File: src/rtl/uart_tx_param_if.sv
// Producer-side handshake for the parametrised UART transmitter.
// The master drives start/data; the slave (transmitter) drives the line and status.
interface uart_tx_param_if #(
    parameter int DATA_BITS = 8
);
    logic                 tx_srt;
    logic [DATA_BITS-1:0] din;
    logic                 tx_reg;
    logic                 tx_busy;
    logic                 tx_done;

    modport master (
        output tx_srt,
        output din,
        input  tx_reg,
        input  tx_busy,
        input  tx_done
    );

    modport slave (
        input  tx_srt,
        input  din,
        output tx_reg,
        output tx_busy,
        output tx_done
    );
endinterface

File: src/rtl/uart_tx_param.sv
// Parametrised UART transmitter: start bit, DATA_BITS LSB-first, optional
// odd/even parity, 1 or 2 stop bits; registered idle-high line and done pulse.
module uart_tx_param #(
    parameter int CLKS_PER_BIT = 5208,
    parameter int DATA_BITS    = 8,
    parameter int PARITY       = 0,
    parameter int STOP_BITS    = 1
) (
    input  logic            clk,
    input  logic            rst,
    uart_tx_param_if.slave  bus
);

    localparam int BAUD_W = (CLKS_PER_BIT > 1) ? $clog2(CLKS_PER_BIT) : 1;
    localparam int BIT_W  = (DATA_BITS > 2) ? $clog2(DATA_BITS) : 2;

    localparam logic [BAUD_W-1:0] BAUD_LAST = BAUD_W'(CLKS_PER_BIT - 1);
    localparam logic [BIT_W-1:0]  DATA_LAST = BIT_W'(DATA_BITS - 1);
    localparam logic [BIT_W-1:0]  STOP_LAST = BIT_W'(STOP_BITS - 1);

    localparam logic [2:0] S_IDLE   = 3'd0;
    localparam logic [2:0] S_START  = 3'd1;
    localparam logic [2:0] S_DATA   = 3'd2;
    localparam logic [2:0] S_PARITY = 3'd3;
    localparam logic [2:0] S_STOP   = 3'd4;

    if (CLKS_PER_BIT < 2 || DATA_BITS < 5 || DATA_BITS > 9 ||
        PARITY < 0 || PARITY > 2 || (STOP_BITS != 1 && STOP_BITS != 2)) begin : g_bad_params
        $error("uart_tx_param: illegal parameter combination");
    end

    logic [2:0]           state_q,  state_d;
    logic [BAUD_W-1:0]    baud_q,   baud_d;
    logic [BIT_W-1:0]     bit_q,    bit_d;
    logic [DATA_BITS-1:0] data_q,   data_d;
    logic                 tx_reg_q, tx_reg_d;
    logic                 busy_q,   busy_d;
    logic                 done_q,   done_d;

    logic                 baud_tick;
    logic [BIT_W-1:0]     next_idx;
    logic                 par_bit;

    assign baud_tick = (baud_q == BAUD_LAST);
    assign next_idx  = bit_q + 1'b1;
    // Parity comes from the word captured at accept, so live din is irrelevant.
    assign par_bit   = (PARITY == 1) ? ~(^data_q) : (^data_q);

    always_comb begin
        state_d  = state_q;
        baud_d   = baud_q;
        bit_d    = bit_q;
        data_d   = data_q;
        tx_reg_d = tx_reg_q;
        busy_d   = busy_q;
        done_d   = 1'b0;

        if (state_q != S_IDLE) begin
            baud_d = baud_tick ? '0 : baud_q + 1'b1;
        end

        case (state_q)
            S_IDLE: begin
                tx_reg_d = 1'b1;
                busy_d   = 1'b0;
                baud_d   = '0;
                bit_d    = '0;
                if (bus.tx_srt) begin
                    data_d   = bus.din;
                    state_d  = S_START;
                    tx_reg_d = 1'b0;
                    busy_d   = 1'b1;
                end
            end
            S_START: begin
                if (baud_tick) begin
                    state_d  = S_DATA;
                    bit_d    = '0;
                    tx_reg_d = data_q[0];
                end
            end
            S_DATA: begin
                if (baud_tick) begin
                    if (bit_q == DATA_LAST) begin
                        bit_d = '0;
                        if (PARITY != 0) begin
                            state_d  = S_PARITY;
                            tx_reg_d = par_bit;
                        end else begin
                            state_d  = S_STOP;
                            tx_reg_d = 1'b1;
                        end
                    end else begin
                        bit_d    = next_idx;
                        tx_reg_d = data_q[next_idx];
                    end
                end
            end
            S_PARITY: begin
                if (baud_tick) begin
                    state_d  = S_STOP;
                    bit_d    = '0;
                    tx_reg_d = 1'b1;
                end
            end
            S_STOP: begin
                // bit_q doubles as the stop-bit counter for two-stop-bit frames.
                if (baud_tick) begin
                    if (bit_q == STOP_LAST) begin
                        state_d  = S_IDLE;
                        bit_d    = '0;
                        busy_d   = 1'b0;
                        done_d   = 1'b1;
                        tx_reg_d = 1'b1;
                    end else begin
                        bit_d = next_idx;
                    end
                end
            end
            default: begin
                state_d  = S_IDLE;
                baud_d   = '0;
                bit_d    = '0;
                tx_reg_d = 1'b1;
                busy_d   = 1'b0;
            end
        endcase
    end

    always_ff @(posedge clk) begin
        if (rst) begin
            state_q  <= S_IDLE;
            baud_q   <= '0;
            bit_q    <= '0;
            data_q   <= '0;
            tx_reg_q <= 1'b1;
            busy_q   <= 1'b0;
            done_q   <= 1'b0;
        end else begin
            state_q  <= state_d;
            baud_q   <= baud_d;
            bit_q    <= bit_d;
            data_q   <= data_d;
            tx_reg_q <= tx_reg_d;
            busy_q   <= busy_d;
            done_q   <= done_d;
        end
    end

    assign bus.tx_reg  = tx_reg_q;
    assign bus.tx_busy = busy_q;
    assign bus.tx_done = done_q;

endmodule

File: src/flat_wrapper.sv
// flat-port wrapper written by rule: the top's interface ports become plain ports
module uart_tx_param_flat 
#(
    parameter int CLKS_PER_BIT = 5208,
    parameter int DATA_BITS    = 8,
    parameter int PARITY       = 0,
    parameter int STOP_BITS    = 1
)
  (clk, rst, bus_tx_srt, bus_din, bus_tx_reg, bus_tx_busy, bus_tx_done);
  uart_tx_param_if #(.DATA_BITS(DATA_BITS)) bus_i ();
  input  logic clk;
  input  logic rst;
  input wire logic [$bits(bus_i.tx_srt)-1:0] bus_tx_srt;
  input wire logic [$bits(bus_i.din)-1:0] bus_din;
  output wire logic [$bits(bus_i.tx_reg)-1:0] bus_tx_reg;
  output wire logic [$bits(bus_i.tx_busy)-1:0] bus_tx_busy;
  output wire logic [$bits(bus_i.tx_done)-1:0] bus_tx_done;
  assign bus_i.tx_srt = bus_tx_srt;
  assign bus_i.din = bus_din;
  assign bus_tx_reg = bus_i.tx_reg;
  assign bus_tx_busy = bus_i.tx_busy;
  assign bus_tx_done = bus_i.tx_done;
  uart_tx_param #(.CLKS_PER_BIT(CLKS_PER_BIT), .DATA_BITS(DATA_BITS), .PARITY(PARITY), .STOP_BITS(STOP_BITS)) u_core (.clk(clk), .rst(rst), .bus(bus_i));
endmodule
File: config.mk
export PLATFORM = sky130hd
export DESIGN_NAME = uart_tx_param_flat
export DESIGN_NICKNAME = d
export VERILOG_FILES = /design/src/rtl/uart_tx_param_if.sv /design/src/rtl/uart_tx_param.sv /design/src/flat_wrapper.sv
export SDC_FILE = /design/constraint.sdc
export NUM_CORES = 1
export LEC_CHECK = 0
export BUFFER_PORTS_ARGS = -buffer_cell sky130_fd_sc_hd__buf_2
export CAP_MARGIN = 20
export CORE_UTILIZATION = 60
export DETAILED_ROUTE_END_ITERATION = 10
export GPL_ROUTABILITY_DRIVEN = 1
export PLACE_DENSITY = 0.85
export SYNTH_ARGS = -nofsm -noshare
export SYNTH_HDL_FRONTEND = slang
export SYNTH_SLANG_ARGS = --single-unit
File: constraint.sdc
create_clock -name clk -period 3.84 [get_ports clk]
set_input_delay 0.192 -clock clk [delete_from_list [all_inputs] [get_ports clk]]
set_output_delay 0.192 -clock clk [all_outputs]
set_load 0.005 [all_outputs]
==> impl_metrics.csv, run 1 <==
group,metric,value,unit
synthesis,synth_top_cell_area_share,0.400,
routing,detail_route.wl_per_cell,14.0,µm
grt,overflow,0,
grt,grt_pass1_vias,1105,
placement,place_hpwl,2.14,mm
floorplan,dieArea,0.00271,mm²
routing,drt-pass1-iter-count,4,
worst_setup_path,cpMostUsedCell,"ha_1",
synthesis,syn_area,0.00150,mm²
timing,hold_viol_final,0,
final_layout,top_register,"u_core.baud_q",
final_layout,largest_register_ffs,13,
grt,grt_max_degree,19,
placement,dp_slack,1.71,ns
pwr,p_per_area,371,mW/mm²
cts,cts-htree-levels,2,
timing,finalSetupViolations,0,
final_layout,stdcell_area,0.00163,mm²
timing,min_period,2.18,ns
final_layout,fill_cells,179,
cts,cts_tree,"built",
timing,holdWs,0.0935,ns
final_layout,num_antenna_cells,0,
placement,gp_congestion,0.866,
worst_setup_path,cp.required,4.05,ns
worst_setup_path,ff2ff_setup_slack,1.66,ns
synthesis,yosys_register_bits,30,
final_layout,area_growth,8.58,%
synthesis,netlist_instances,173,
routing,drt_wl_total,3.00,mm
min_path,hold_depth,3,
cts,cts_setup_buffers,0,
worst_setup_path,crit_path_end_kind,"flip-flop",
synthesis,synth_top_area_cell,"dfxtp_1",
routing,drtIter0Drc,58,
worst_setup_path,arrival,2.40,ns
floorplan,fp.dieH,52.0,µm
synthesis,synth.area.top_cells,"dfxtp_1, nand2_1, xnor2_1",
timing,slew_headroom,0.576,
synthesis,synth.distinct_cells,43,
cts,clock-root-buffer,"clkbuf_4",
outcome,status,"finished clean",
grt,grtUsageTotal,0.253,
timing,rsz0062_at_grt,"no",
synthesis,synth_nets,188,
final_layout,drive_above_1_share,0.177,
floorplan,row_count,17,
synthesis,syn_avg_cell_area,8.69,µm²
placement,post_dp_cell_area,0.00155,mm²
routing,drc,0,
cts,cts_resized,0,
final_layout,nets,200,
timing,tns,0,ns
pwr,total_power,605,µW
cts,holdBufCountCts,0,
min_path,hold_path_end,"u_core.data_q[2]",
worst_setup_path,r2r_cells,6,
worst_setup_path,crit_chain,"ha_1, ha_1, mux2_2, mux4_2, o21ai_0, a22oi_1",
min_path,hp-start,"bus_din[2]",
timing,fin_crit_sh,0.568,
pwr,max-vdd-ir-drop,0.000366,V
floorplan,dieWidth,52.0,µm
timing,fin_skew,0.00849,ns
routing,viasPerCell,5.89,
final_layout,regArea,601,µm²
worst_setup_path,crit_fanout,5,
timing,worst_pin_slew,0.629,ns
routing,drt.antenna.violating_nets,0,
placement,place_inst,206,
worst_setup_path,timing.rr.end,"u_core.bus.tx_reg",
final_layout,top_regs,"u_core.baud_q: 13 flops, u_core.data_q: 8 flops",
floorplan,start_util,0.660,
flow_run,drv_cap,0,
cts,numCtsBuffers,5,
worst_setup_path,critPathSlowestCell,"mux4_2",
worst_setup_path,path_class,"reg -> reg",
timing,fin_ws,1.66,ns
floorplan,coreArea,0.00228,mm²
worst_setup_path,cp-start-kind,"flip-flop",
pwr,p_leak,0.576,nW
worst_setup_path,rr_startpoint,"u_core.bit_q[0]",
synthesis,ys_seq_area_frac,0.400,
cts,clockBufferDepth,2,
timing,final_max_slew_viol_count,0,
cts,path_clk_slew,0.10,ns
final_layout,multi_input_area,830,µm²
grt,antenna_found_initial,0,
cts,insertion_delay,0.33,ns
worst_setup_path,critPathMaxStageDelay,0.44,ns
cts,clock_sinks,30,
synthesis,yosys_warnings,0,
grt,grt_pass1_wl,4.89,mm
min_path,min_path_type,"in -> reg",
final_layout,stdcell_count,214,
timing,fmax,459,MHz
final_layout,final_util,0.717,
floorplan,ioPinCount,14,
routing,vias,1260,
placement,numPortBuffers,13,
[kinds of logic after synthesis]
logic type | after synthesis | share of synthesized area
AOI/OAI and AO/OA | 32 | 0.136
DFF | 30 | 0.400
xor gates and xnor gates | 14 | 0.0816
buffers and inverters | 14 | 0.0483
muxes | 5 | 0.0450
adders and majority gates | 4 | 0.0333
and+or+nand+nor | 74 | 0.256
[layer usage]
metal	vias to the layer above	GRT usage	routed length, µm
li1	636	-	-
met1	584	0.347	1440
met2	36	0.365	1360
met3	4	0.0789	165
met4	0	0.0946	40
met5	-	0	0
[final cells by class]
| class | count | area share |
|---|---|---|
| Inverter | 6 | 0.0138 |
| Sequential cell | 30 | 0.368 |
| Clock buffer | 8 | 0.0483 |
| Timing Repair Buffer | 13 | 0.0399 |
| Tap cell | 28 | 0.0215 |
| Multi-Input combinational cell | 129 | 0.508 |
[power breakdown]
| part | internal, mW | leakage [nW] | total [mW] | switching (mW) |
|---|---|---|---|---|
| Clock | 0.125 | 0.0446 | 0.231 | 0.106 |
| Combinational | 0.0195 | 0.287 | 0.0464 | 0.0269 |
| Sequential | 0.320 | 0.244 | 0.328 | 0.00804 |
[synthesized netlist by cell type (all sizes together)]
cell,count
or3b,1
nand4,3
a21boi,1
buf,6
o2111ai,3
o21ai,4
mux2,4
nor2b,1
a21oi,14
dfxtp,30
xor2,5
o22ai,2
nor4,4
and2,1
a211oi,1
nand2b,4
a21o,2
mux4,1
o311a,1
ha,4
nor3,5
nand2,21
inv,6
a22oi,1
nor4b,1
o311ai,2
nor2,20
nor4bb,1
nand3,6
or3,4
clkbuf,2
and4b,1
o221ai,1
xnor2,9
and3,1
[worst max-delay path by stage]
stage | startpoint | to | slack [ns] | cells past startpoint
floorplan | u_core.bit_q[0] | u_core.bus.tx_reg | 1.84 | 6
global placement | u_core.bit_q[0] | u_core.bus.tx_reg | 1.79 | 6
detailed placement | u_core.bit_q[0] | u_core.bus.tx_reg | 1.71 | 6
CTS | u_core.bit_q[0] | u_core.bus.tx_reg | 1.69 | 6
global route | u_core.bit_q[0] | u_core.bus.tx_reg | 1.57 | 6
finish | u_core.bit_q[0] | u_core.bus.tx_reg | 1.66 | 6
[worst max-delay path: cells and delay by family, from the launching register on]
| family | cells | cell delay [ns] |
|---|---|---|
| adder cells (fa/ha/maj) | 2 | 0.59 |
| multiplexers | 2 | 0.80 |
| flip-flops | 1 | 0.37 |
| AO/OA/AOI/OAI | 2 | 0.30 |
[layout by cell type (no fill, tap or decap), types with 2 or more instances in the layout]
cell,netlist,routed
clkbuf_4,0,5
nor2_1,19,19
xor2_1,5,5
or3_1,2,2
inv_1,6,6
nand3_1,6,6
o22ai_1,2,2
buf_2,3,13
xnor2_1,9,9
mux2_2,4,4
clkbuf_8,0,3
nand2b_1,4,4
a21oi_1,14,14
nor4_1,4,4
dfxtp_1,30,30
o311ai_0,2,2
o2111ai_1,3,3
nor3_1,4,4
ha_1,4,4
o21ai_0,4,4
nand2_1,21,21
nand4_1,3,3
Power figures use the tool's default switching activity.
==> run 2: changes to the inputs <==
--- a/config.mk
+++ b/config.mk
@@ -7,10 +7,10 @@
 export LEC_CHECK = 0
 export BUFFER_PORTS_ARGS = -buffer_cell sky130_fd_sc_hd__buf_2
 export CAP_MARGIN = 20
-export CORE_UTILIZATION = 60
+export CORE_UTILIZATION = 57
 export DETAILED_ROUTE_END_ITERATION = 10
 export GPL_ROUTABILITY_DRIVEN = 1
-export PLACE_DENSITY = 0.85
+export PLACE_DENSITY = 0.82
 export SYNTH_ARGS = -nofsm -noshare
 export SYNTH_HDL_FRONTEND = slang
 export SYNTH_SLANG_ARGS = --single-unit
==> constraint.sdc (replaced) <==
create_clock -name clk -period 2.1 [get_ports clk]
set_input_delay 0.105 -clock clk [delete_from_list [all_inputs] [get_ports clk]]
set_output_delay 0.105 -clock clk [all_outputs]
set_load 0.005 [all_outputs]
==> impl_metrics.csv, run 2 (synthesized netlist as in run 1, its figures left out) <==
group,metric,value,unit
cts,insertion_delay,0.34,ns
routing,met1_length,1.35,mm
routing,drtIter0Drc,24,
worst_setup_path,arrival,2.23,ns
final_layout,nets,204,
final_layout,fill_cells,196,
pwr,pwr-share-comb,0.084,
pwr,seq_power_share,0.573,
pwr,total_power,1.04,mW
placement,numPortBuffers,13,
timing,finalSetupViolations,0,
cts,path_clk_slew,0.09,ns
routing,drc,0,
worst_setup_path,crit_fanout,5,
min_path,min_path_type,"in -> reg",
floorplan,coreArea,0.00248,mm²
final_layout,top_regs,"u_core.baud_q: 13 flops, u_core.data_q: 8 flops",
pwr,max-vdd-ir-drop,0.000521,V
timing,hold_viol_final,0,
routing,route.met3.wl,163,µm
grt,antenna_found_initial,0,
pwr,pwr-share-clk,0.344,
worst_setup_path,cp.required,2.33,ns
final_layout,stdcell_count,220,
final_layout,regArea,601,µm²
final_layout,largest_register_ffs,13,
timing,rsz0062_at_grt,"no",
routing,vias,1289,
flow_run,drv_cap,0,
floorplan,dieWidth,53.3,µm
outcome,status,"finished clean",
grt,grt_max_degree,19,
worst_setup_path,crit_path_end_kind,"flip-flop",
routing,drt.antenna.violating_nets,0,
cts,cts_tree,"built",
floorplan,fp.dieH,53.3,µm
timing,tns,0,ns
routing,topRoutingLayerUsed,"met4",
placement,place_hpwl,2.05,mm
final_layout,final_cell_mix,"dfxtp_1, nand2_1, nor2_1",
pwr,p_per_area,625,mW/mm²
floorplan,start_util,0.607,
final_layout,drive_above_1_share,0.179,
pwr,intPower,785,µW
routing,drt_wl_total,2.90,mm
cts,numCtsBuffers,5,
floorplan,row_count,18,
timing,slew_headroom,0.561,
cts,clock_sinks,30,
worst_setup_path,path_class,"reg -> reg",
grt,grt_pass1_vias,1125,
placement,gp_congestion,0.867,
timing,fin_crit_sh,0.953,
routing,detail_route.wl_per_cell,13.2,µm
placement,place_inst,209,
pwr,p_leak,0.581,nW
cts,clock-root-buffer,"clkbuf_4",
timing,worst_pin_slew,0.650,ns
final_layout,num_antenna_cells,0,
worst_setup_path,cp-start-kind,"flip-flop",
routing,dr_wl_met2,1.34,mm
timing,fin_skew,0.00816,ns
final_layout,final_util,0.672,
cts,clockBufferDepth,2,
final_layout,final_common_cell,"dfxtp_1",
final_layout,top_register,"u_core.baud_q",
timing,final_max_slew_viol_count,0,
grt,overflow,0,
timing,fmax,500,MHz
pwr,power_switching_share,0.246,
routing,viasPerCell,5.86,
pwr,p_sw,256,µW
grt,grt_pass1_wl,4.85,mm
grt,grtUsageTotal,0.245,
final_layout,area_growth,10.8,%
routing,drt-pass1-iter-count,4,
timing,min_period,2.00,ns
final_layout,multi_input_area,842,µm²
cts,cts-htree-levels,2,
floorplan,ioPinCount,14,
floorplan,dieArea,0.00285,mm²
## run 2: changes by cell type in the layout (fill, tap and decap cells not counted)
cell,before,now
buf_4,0,1
clkbuf_1,0,1
clkbuf_8,3,1
clkinv_2,0,1
dlygate4sd3_1,0,3
ha_1,4,3
ha_4,0,1
o21ai_0,4,3
o21ai_1,0,1
## run 2: per-stage QoR
| stage | setup WS (ns) | area (µm²) | hold WS [ns] |
|---|---|---|---|
| detailed placement | 0.0271 | 1560 | 0.356 |
| global placement | 0.0778 | 1560 | 0.351 |
| floorplan | 0.0959 | 1500 | 0.241 |
| finish | 0.0992 | 1670 | 0.0108 |
| CTS | 0.0660 | 1670 | 0.00341 |
| global route | 0.0407 | 1670 | 0.00666 |
## run 2: cell type report
type	instances	share of cell area
clock buffer	7	0.0331
clock inverter	1	0.00301
inverter	6	0.0135
multi-input combinational	129	0.506
sequential	30	0.361
tap	30	0.0225
timing repair buffer	17	0.0616
## run 2: path summary, 6_finish.rpt
path	endpoint	slack, ns	depth (start not counted)	start
max reg2reg	u_core.bus.tx_reg	0.1	6	u_core.bit_q[1]
max	u_core.bus.tx_reg	0.1	6	u_core.bit_q[1]
min reg2reg	u_core.data_q[3]	0.46	2	u_core.data_q[3]
min	u_core.data_q[1]	0.01	3	bus_din[1]
## run 2: per-layer routing
layer / up-vias / track usage
met5: - / 0
met4: 0 / 0.123
met3: 6 / 0.0891
met2: 36 / 0.356
met1: 603 / 0.314
li1: 644 / -
## run 2: critical path, cell delays in order (launching register included)
cell	delay (ns)
dfxtp_1	0.33
ha_1	0.21
ha_4	0.30
mux2_2	0.33
mux4_2	0.48
o21ai_1	0.14
a22oi_1	0.09
## run 2: power groups by stage
stage	combinational (mW)	sequential (mW)	clock, mW
floorplan	0.0658	0.604	0
CTS	0.0872	0.596	0.371
detailed placement	0.0826	0.610	0
global placement	0.0804	0.609	0
global route	0.0979	0.599	0.394
finish	0.0872	0.596	0.358
## run 2: repair_timing
item,in CTS,in global routing
hold endpoints to repair,3,0
endpoints found under the setup margin,1,1
hold buffers,3,0
pin swaps,0,0
buffers inserted,0,0
gates resized for setup,1,1
==> run 3: changes to the inputs <==
--- a/config.mk
+++ b/config.mk
@@ -10,7 +10,8 @@
 export CORE_UTILIZATION = 57
 export DETAILED_ROUTE_END_ITERATION = 10
 export GPL_ROUTABILITY_DRIVEN = 1
-export PLACE_DENSITY = 0.82
+export MAX_ROUTING_LAYER = met4
+export PLACE_DENSITY = 0.77
 export SYNTH_ARGS = -nofsm -noshare
 export SYNTH_HDL_FRONTEND = slang
 export SYNTH_SLANG_ARGS = --single-unit
==> impl_metrics.csv, run 3 (synthesized netlist as in run 1, its figures left out) <==
group,metric,value,unit
final_layout,top_regs,"u_core.baud_q: 13 flops, u_core.data_q: 8 flops",
timing,holdWs,0.00786,ns
floorplan,ioPinCount,14,
grt,grt_max_degree,19,
pwr,pwr-share-comb,0.088,
placement,place_inst,209,
worst_setup_path,ff2ff_setup_slack,0.05,ns
routing,drtIter0Drc,23,
timing,slew_headroom,0.541,
placement,dp_slack,-0.00720,ns
pwr,total_power,1.00,mW
final_layout,top_register,"u_core.baud_q",
flow_run,drv_cap,0,
grt,antenna_found_initial,0,
placement,gp_congestion,0.912,
routing,drt.antenna.violating_nets,0,
placement,numPortBuffers,13,
final_layout,drive_above_1_share,0.180,
worst_setup_path,cp.required,2.31,ns
routing,viasPerCell,5.62,
routing,drc,0,
cts,clockBufferDepth,2,
timing,fin_skew,0.0127,ns
min_path,min_path_type,"in -> reg",
timing,hold_viol_final,0,
worst_setup_path,path_class,"reg -> reg",
floorplan,start_util,0.607,
floorplan,coreArea,0.00248,mm²
routing,drt_wl_total,2.97,mm
final_layout,num_antenna_cells,0,
grt,grtUsageTotal,0.242,
cts,cts-htree-levels,2,
pwr,seq_power_share,0.596,
worst_setup_path,crit_path_end_kind,"flip-flop",
floorplan,dieWidth,53.3,µm
cts,cts_tree,"built",
routing,detail_route.wl_per_cell,13.5,µm
worst_setup_path,arrival,2.26,ns
final_layout,fill_cells,214,
timing,final_max_slew_viol_count,0,
floorplan,row_count,18,
floorplan,dieArea,0.00285,mm²
worst_setup_path,cp-start-kind,"flip-flop",
timing,fin_ws,0.0531,ns
pwr,power_switching_share,0.258,
routing,vias,1231,
pwr,intPower,744,µW
final_layout,final_cell_mix,"dfxtp_1, nand2_1, nor2_1",
cts,cts_setup_buffers,0,
final_layout,area_growth,9.99,%
routing,drt-pass1-iter-count,4,
cts,clock-root-buffer,"clkbuf_4",
floorplan,fp.dieH,53.3,µm
timing,fmax,489,MHz
final_layout,nets,204,
pwr,pwr-share-clk,0.316,
timing,rsz0062_at_grt,"no",
cts,clock_sinks,30,
cts,insertion_delay,0.33,ns
final_layout,final_common_cell,"dfxtp_1",
placement,place_hpwl,2.07,mm
worst_setup_path,crit_fanout,5,
timing,min_period,2.05,ns
cts,numCtsBuffers,5,
grt,grt_pass1_vias,1112,
timing,worst_pin_slew,0.680,ns
pwr,max-vdd-ir-drop,0.000502,V
pwr,p_leak,0.577,nW
final_layout,stdcell_count,219,
pwr,p_per_area,606,mW/mm²
grt,grt_pass1_wl,4.76,mm
timing,fin_crit_sh,0.975,
pwr,p_sw,258,µW
timing,finalSetupViolations,0,
cts,path_clk_slew,0.09,ns
grt,overflow,0,
outcome,status,"finished clean",
final_layout,largest_register_ffs,13,
run 3: cell types whose count changed in the layout (fill, tap and decap cells not counted), sizes merged:
cell    change
clkinv      +1
clkbuf      -2
run 3: area by class of cell:
| cell class | instances | area (µm²) | area share |
|---|---|---|---|
| multi-input combinational | 129 | 842 | 0.509 |
| sequential | 30 | 601 | 0.363 |
| timing repair buffer | 17 | 103 | 0.0621 |
| clock buffer | 5 | 37.5 | 0.0227 |
| tap | 30 | 37.5 | 0.0227 |
| inverter | 6 | 22.5 | 0.0136 |
| clock inverter | 2 | 10.0 | 0.00606 |
run 3: what timing repair did:
action,4_1_cts,5_1_grt
resized for setup,2,1
hold buffers,3,0
endpoints found under the hold margin,3,0
pin swaps,0,0
endpoints found under the setup margin,1,1
run 3: per-stage QoR:
stage	instance area (µm²)	util	TNS, ns
finish	1650	0.667	0
global route	1650	0.667	0
CTS	1650	0.667	0
detailed placement	1560	0.631	-0.00720
global placement	1560	0.631	0
floorplan	1500	-	0
run 3: path summary, 6_finish.rpt:
kind / start / to / depth (start not counted)
worst max register to register: u_core.bit_q[0] / u_core.bus.tx_reg / 6
worst max-delay path: u_core.bit_q[0] / u_core.bus.tx_reg / 6
worst min-delay path: bus_din[3] / u_core.data_q[3] / 3
worst min register to register: u_core.data_q[5] / u_core.data_q[5] / 2
run 3: routing by layer:
metal  up-vias  GRT usage  routed length, µm
met3         5     0.0603                 96
met1       560      0.305               1400
li1        641          -                  -
met2        25      0.360               1410
met4         0      0.114                 53
met5         -          -                  0
run 3: power groups by stage:
stage / Combinational [mW] / Clock, mW / Sequential [mW]
after detailed placement: 0.0825 / 0 / 0.610
after floorplan: 0.0658 / 0 / 0.604
after global placement: 0.0803 / 0 / 0.610
after CTS: 0.0874 / 0.323 / 0.597
final: 0.0884 / 0.316 / 0.597
after global routing: 0.0977 / 0.345 / 0.600
run 3: worst max-delay path, cell delays in order (launching register included):
cell and delay, ns:
dfxtp_1 0.33, ha_1 0.23, ha_4 0.31, mux2_2 0.34, mux4_2 0.47, o21ai_1 0.15, a22oi_1 0.10
